<file path="src/rtl/seq_priority_encoder_pkg.sv">
// Shared types and helpers for the sequential priority encoder.
// The state type, index-width helper and popcount live here.
package seq_enc_pkg;

  typedef enum logic {
    IDLE  = 1'b0,
    DRAIN = 1'b1
  } state_e;

  // Keeps the index port at least one bit wide even for degenerate widths.
  function automatic int clog2_min1(input int w);
    return (w <= 2) ? 1 : $clog2(w);
  endfunction

  function automatic int popcount(input logic [255:0] v);
    int n;
    n = 0;
    for (int i = 0; i < 256; i++) begin
      n += int'(v[i]);
    end
    return n;
  endfunction

endpackage

</file>
<file path="src/rtl/seq_priority_encoder_if.sv">
// Request-in / index-out bus for seq_priority_encoder.
// Both sides use valid/ready: a transfer happens on a rising edge where valid && ready.
interface seq_enc_if
  import seq_enc_pkg::*;
#(
  parameter int WIDTH = 8
);
  localparam int IDX_W = clog2_min1(WIDTH);

  logic             in_valid;
  logic             in_ready;
  logic [WIDTH-1:0] in_data;
  logic             out_valid;
  logic             out_ready;
  logic [IDX_W-1:0] out_idx;
  logic             out_last;
  logic             out_none;
  logic [IDX_W:0]   out_cnt;

  modport slave (
    input  in_valid, in_data, out_ready,
    output in_ready, out_valid, out_idx, out_last, out_none, out_cnt
  );

  modport master (
    output in_valid, in_data, out_ready,
    input  in_ready, out_valid, out_idx, out_last, out_none, out_cnt
  );

endinterface

</file>
<file path="src/rtl/seq_priority_encoder_prio_index.sv">
// Combinational priority pick: index of the lowest (or highest) set bit
// plus that bit isolated as a one-hot mask.
module prio_index
  import seq_enc_pkg::*;
#(
  parameter int WIDTH     = 8,
  parameter int LSB_FIRST = 1,
  localparam int IDX_W    = clog2_min1(WIDTH)
) (
  input  logic [WIDTH-1:0] vec,
  output logic [IDX_W-1:0] idx,
  output logic [WIDTH-1:0] onehot
);

  // The last match in scan order wins, so scan away from the priority end.
  always_comb begin
    idx    = '0;
    onehot = '0;
    if (LSB_FIRST != 0) begin
      for (int i = WIDTH - 1; i >= 0; i--) begin
        if (vec[i]) begin
          idx       = IDX_W'(i);
          onehot    = '0;
          onehot[i] = 1'b1;
        end
      end
    end else begin
      for (int i = 0; i < WIDTH; i++) begin
        if (vec[i]) begin
          idx       = IDX_W'(i);
          onehot    = '0;
          onehot[i] = 1'b1;
        end
      end
    end
  end

endmodule

</file>
<file path="src/rtl/seq_priority_encoder.sv">
// Accepts a request vector and streams the index of every set bit, one per beat,
// in priority order; an all-zero vector yields one beat flagged out_none.
module seq_priority_encoder
  import seq_enc_pkg::*;
#(
  parameter int WIDTH     = 8,
  parameter int LSB_FIRST = 1
) (
  input  logic   clk,
  input  logic   rst_n,
  seq_enc_if.slave bus,
  output state_e dbg_state
);

  localparam int IDX_W = clog2_min1(WIDTH);

  state_e           state_q, state_d;
  logic [WIDTH-1:0] pending_q, pending_d;
  logic             none_q, none_d;
  logic [IDX_W:0]   cnt_q, cnt_d;

  logic [IDX_W-1:0] sel_idx;
  logic [WIDTH-1:0] sel_onehot;
  logic             out_valid;
  logic             out_last;
  logic             beat;
  logic             in_ready;
  logic             accept;

  prio_index #(
    .WIDTH     (WIDTH),
    .LSB_FIRST (LSB_FIRST)
  ) u_prio_index (
    .vec    (pending_q),
    .idx    (sel_idx),
    .onehot (sel_onehot)
  );

  assign out_valid = (state_q == DRAIN);
  // Exactly one bit left means the isolated bit equals the whole vector.
  assign out_last  = out_valid && (none_q || ((pending_q != '0) && (pending_q == sel_onehot)));
  assign beat      = out_valid && bus.out_ready;
  assign in_ready  = (state_q == IDLE) || (beat && out_last);
  assign accept    = bus.in_valid && in_ready;

  always_comb begin
    state_d   = state_q;
    pending_d = pending_q;
    none_d    = none_q;
    cnt_d     = cnt_q;
    if (beat) begin
      pending_d = pending_q & ~sel_onehot;
      if (out_last) begin
        state_d = IDLE;
      end
    end
    if (accept) begin
      pending_d = bus.in_data;
      cnt_d     = (IDX_W+1)'(popcount(256'(bus.in_data)));
      none_d    = (bus.in_data == '0);
      state_d   = DRAIN;
    end
  end

  always_ff @(posedge clk or negedge rst_n) begin
    if (!rst_n) begin
      state_q   <= IDLE;
      pending_q <= '0;
      none_q    <= 1'b0;
      cnt_q     <= '0;
    end else begin
      state_q   <= state_d;
      pending_q <= pending_d;
      none_q    <= none_d;
      cnt_q     <= cnt_d;
    end
  end

  assign bus.in_ready  = in_ready;
  assign bus.out_valid = out_valid;
  assign bus.out_idx   = sel_idx;
  assign bus.out_last  = out_last;
  assign bus.out_none  = none_q;
  assign bus.out_cnt   = cnt_q;
  assign dbg_state     = state_q;

endmodule

</file>
<file path="src/flat_wrapper.sv">
// flat-port wrapper written by rule: the top's interface ports become plain ports
module seq_priority_encoder_flat import seq_enc_pkg::*;
#(
  parameter int WIDTH     = 8,
  parameter int LSB_FIRST = 1
)
  (clk, rst_n, dbg_state, bus_in_valid, bus_in_data, bus_out_ready, bus_in_ready, bus_out_valid, bus_out_idx, bus_out_last, bus_out_none, bus_out_cnt);
  seq_enc_if #(.WIDTH(WIDTH)) bus_i ();
  input  logic clk;
  input  logic rst_n;
  output state_e dbg_state;
  input wire logic [$bits(bus_i.in_valid)-1:0] bus_in_valid;
  input wire logic [$bits(bus_i.in_data)-1:0] bus_in_data;
  input wire logic [$bits(bus_i.out_ready)-1:0] bus_out_ready;
  output wire logic [$bits(bus_i.in_ready)-1:0] bus_in_ready;
  output wire logic [$bits(bus_i.out_valid)-1:0] bus_out_valid;
  output wire logic [$bits(bus_i.out_idx)-1:0] bus_out_idx;
  output wire logic [$bits(bus_i.out_last)-1:0] bus_out_last;
  output wire logic [$bits(bus_i.out_none)-1:0] bus_out_none;
  output wire logic [$bits(bus_i.out_cnt)-1:0] bus_out_cnt;
  assign bus_i.in_valid = bus_in_valid;
  assign bus_i.in_data = bus_in_data;
  assign bus_i.out_ready = bus_out_ready;
  assign bus_in_ready = bus_i.in_ready;
  assign bus_out_valid = bus_i.out_valid;
  assign bus_out_idx = bus_i.out_idx;
  assign bus_out_last = bus_i.out_last;
  assign bus_out_none = bus_i.out_none;
  assign bus_out_cnt = bus_i.out_cnt;
  seq_priority_encoder #(.WIDTH(WIDTH), .LSB_FIRST(LSB_FIRST)) u_core (.clk(clk), .rst_n(rst_n), .bus(bus_i), .dbg_state(dbg_state));
endmodule
</file>
<file path="config.mk">
export PLATFORM = sky130hd
export DESIGN_NAME = seq_priority_encoder_flat
export DESIGN_NICKNAME = d
export VERILOG_FILES = /design/src/rtl/seq_priority_encoder_pkg.sv /design/src/rtl/seq_priority_encoder_if.sv /design/src/rtl/seq_priority_encoder_prio_index.sv /design/src/rtl/seq_priority_encoder.sv /design/src/flat_wrapper.sv
export SDC_FILE = /design/constraint.sdc
export NUM_CORES = 1
export LEC_CHECK = 0
export BUFFER_PORTS_ARGS = -buffer_cell sky130_fd_sc_hd__buf_4
export CORE_MARGIN = 1
export CORE_UTILIZATION = 40
export CTS_CLUSTER_SIZE = 40
export DETAILED_ROUTE_END_ITERATION = 12
export PLACE_DENSITY = 0.69
export SYNTH_ARGS = -nofsm -noshare
export SYNTH_HDL_FRONTEND = slang
export SYNTH_HIERARCHICAL = 1
export SYNTH_SLANG_ARGS = --single-unit
</file>
<file path="constraint.sdc">
create_clock -name clk -period 4.6 [get_ports clk]
set_clock_uncertainty 0.2 [all_clocks]
set_input_delay 0.69 -clock clk [delete_from_list [all_inputs] [get_ports clk]]
set_output_delay 0.69 -clock clk [all_outputs]
set_load 0.05 [all_outputs]
</file>
==> impl_metrics.toml <==
[routing]
firstDrtPassIters = 4
vias_per_cell = 5.74
via_count = 1176
wl_mm = 3.06
wl_per_cell_um = 14.9
drt_iter0_drc = 37
ant_nets = 0
drc = 0

[status]
status = "finished, final reports clean"

[finish]
areaGrowthSynthToFinish_pct = 17.2
final_cell_area_mm2 = 0.00155
layout_common_cells = "24 x buf_4, 19 x inv_1, 16 x a31oi_1"
instances_no_fill = 205
fin_nets = 190
antenna_cells = 0
nFillCells = 305
layout_commonest_cell = "buf_4"
utilization_pct = 49.9
drive_above_1_share_pct = 27.3

[place]
routabilityCongestion = 0.757
place_inst = 201
dpl_cell_area_mm2 = 0.00151
port_buffers = 23
place_hpwl_mm = 2.35

[clock_network]
htree_num_levels = 1
insertion_delay_ps = 290
clock-root-buffer = "clkbuf_4"
numCtsBuffers = 3
cts.sinks = 14
postCtsHoldBufs = 0
clk_pin_slew_ps = 90
cts_tree = "yes"
post-cts-setup-buffers = 0
clockBufferDepth = 2
cts_resized = 0

[die]
initial_utilization_pct = 42.6
fp.dieH_um = 59.5
die_x_um = 59.5
fp.coreArea_mm2 = 0.00310
io_pins = 24
die-area_mm2 = 0.00354
rows = 20

[global_routing]
grt_max_degree = 20
groute.usage.overall_pct = 19.5
grt_pass1_vias = 1115
grt_pass1_wl_mm = 5.15
grt-ovfl-total = 0
antenna_found_initial = 0

[timing]
rsz0062_at_grt = "false"
setup_violations = 0
max_freq_mhz = 276
tns_ps = 0
slew_headroom_pct = 57.2
min_period_over_period_pct = 78.9
period_minus_slack_ps = 3630
worst_pin_slew_ps = 642
hold_viol_final = 0
slew_violations = 0

[synth]
yosys_warnings = 6
seq_area_frac_synth_pct = 26.5
syn_area_mm2 = 0.00132
synth_edf_count = 0
synth_area_per_cell_um2 = 9.30
syn_nets = 170
synth_cells = 142
ys_async_sr_fraction_pct = 100
ys_ff_latch = 14
synthFlopType = "dfrtp_1"
ys_types = 38

[worst_setup_path]
crit_type = "flip-flop to output port"
crit_arrival_ps = 2740
required_ps = 3710
path_max_fanout = 11
critical_path.endpoint_type = "output port"
cp-start-kind = "flip-flop"

[pwr]
peakVddDrop_mv = 0.278
p_per_area_mw_per_mm2 = 311
leakage_nw = 0.654

[flow_run]
drv_cap = 0

[worst_hold_path]
hp-class = "primary input to async pin"
cell type report:
class	count	area (um2)	area share, %
Tap cell	44	55.1	3.55
Clock buffer	4	36.3	2.34
Multi-Input combinational cell	100	856	55.3
Sequential cell	14	350	22.6
Inverter	19	71.3	4.60
Timing Repair Buffer	24	180	11.6
where the power goes:
part / switching (mW) / internal (mW) / total [mW]
combinational: 0.127 / 0.0863 / 0.213
clock: 0.0454 / 0.0483 / 0.0936
sequential: 0.0360 / 0.139 / 0.175
total: 0.208 / 0.273 / 0.482
flip-flops by register name, indices dropped and copies added, names as in the netlist:
| signal | count |
|---|---|
| u_core/bus.out_cnt | 4 |
| u_core/bus.out_none | 1 |
| u_core/bus.out_valid | 1 |
| u_core/pending_q | 8 |
metal layers:
layer	wire length, um	share of wire, %	GRT usage (%)
met1	1350	44	25.4
met2	1530	50	31.9
met3	110	3.6	1.97
met4	70	2.3	9.86
met5	0	0	0
Yosys cell counts, types with 2 or more instances:
cell type / count / area share [%]
a21boi_0: 8 / 4.5
a31oi_1: 16 / 7.6
and3_2: 2 / 1.1
buf_2: 2 / 0.76
buf_4: 2 / 1.1
clkbuf_1: 4 / 1.1
dfrtp_1: 14 / 27
fa_1: 4 / 6.1
ha_1: 12 / 11
inv_1: 19 / 5.4
mux2_2: 6 / 5.1
nand2b_1: 2 / 0.95
nand4_1: 2 / 0.95
nor2_1: 13 / 3.7
nor2b_1: 3 / 1.4
nor3b_1: 2 / 1.1
nor4_2: 2 / 1.9
o2111ai_1: 8 / 5.3
o21ai_0: 2 / 0.76
metrics by stage:
stage	hold WS, ps	power, mW	setup WS (ps)
after floorplan	194	0.324	1120
after global placement	292	0.378	989
after detailed placement	301	0.387	879
after CTS	25.7	0.485	981
after global routing	28.5	0.515	803
final	30.1	0.482	972
worst paths after layout:
check | startpoint | to | slack [ps] | depth (start not counted)
max in group asynchronous | rst_n | u_core/bus.out_cnt[2] | 4000 | 1
setup reg to reg | u_core/pending_q[0] | u_core/bus.out_cnt[2] | 1810 | 9
hold reg to reg | u_core/bus.out_cnt[2] | u_core/bus.out_cnt[2] | 320 | 1
hold / removal | rst_n | u_core/pending_q[0] | 30 | 1
min in group clk | u_core/bus.out_cnt[2] | u_core/bus.out_cnt[2] | 320 | 1
setup / recovery | u_core/pending_q[0] | bus_in_ready | 970 | 10
worst max-delay path, cell delays in order, from the launching register on:
cell	delay, ps
dfrtp_1	550
nor4_4	400
and3_2	220
inv_1	40
ha_1	260
nand4_1	130
a211oi_2	230
buf_4	220
o21ai_0	120
nand2_1	90
buf_4	190
kinds of logic after synthesis:
logic type,after synthesis,share of synthesized area [%]
multiplexers,6,5.11
AO/OA/AOI/OAI,43,24.7
adder cells (fa/ha/maj),16,17.4
buffers and inverters,28,8.71
XOR/XNOR,1,0.663
AND/OR/NAND/NOR,34,16.9
flip-flops,14,26.5
No activity file was read; power rests on OpenSTA's default activity.
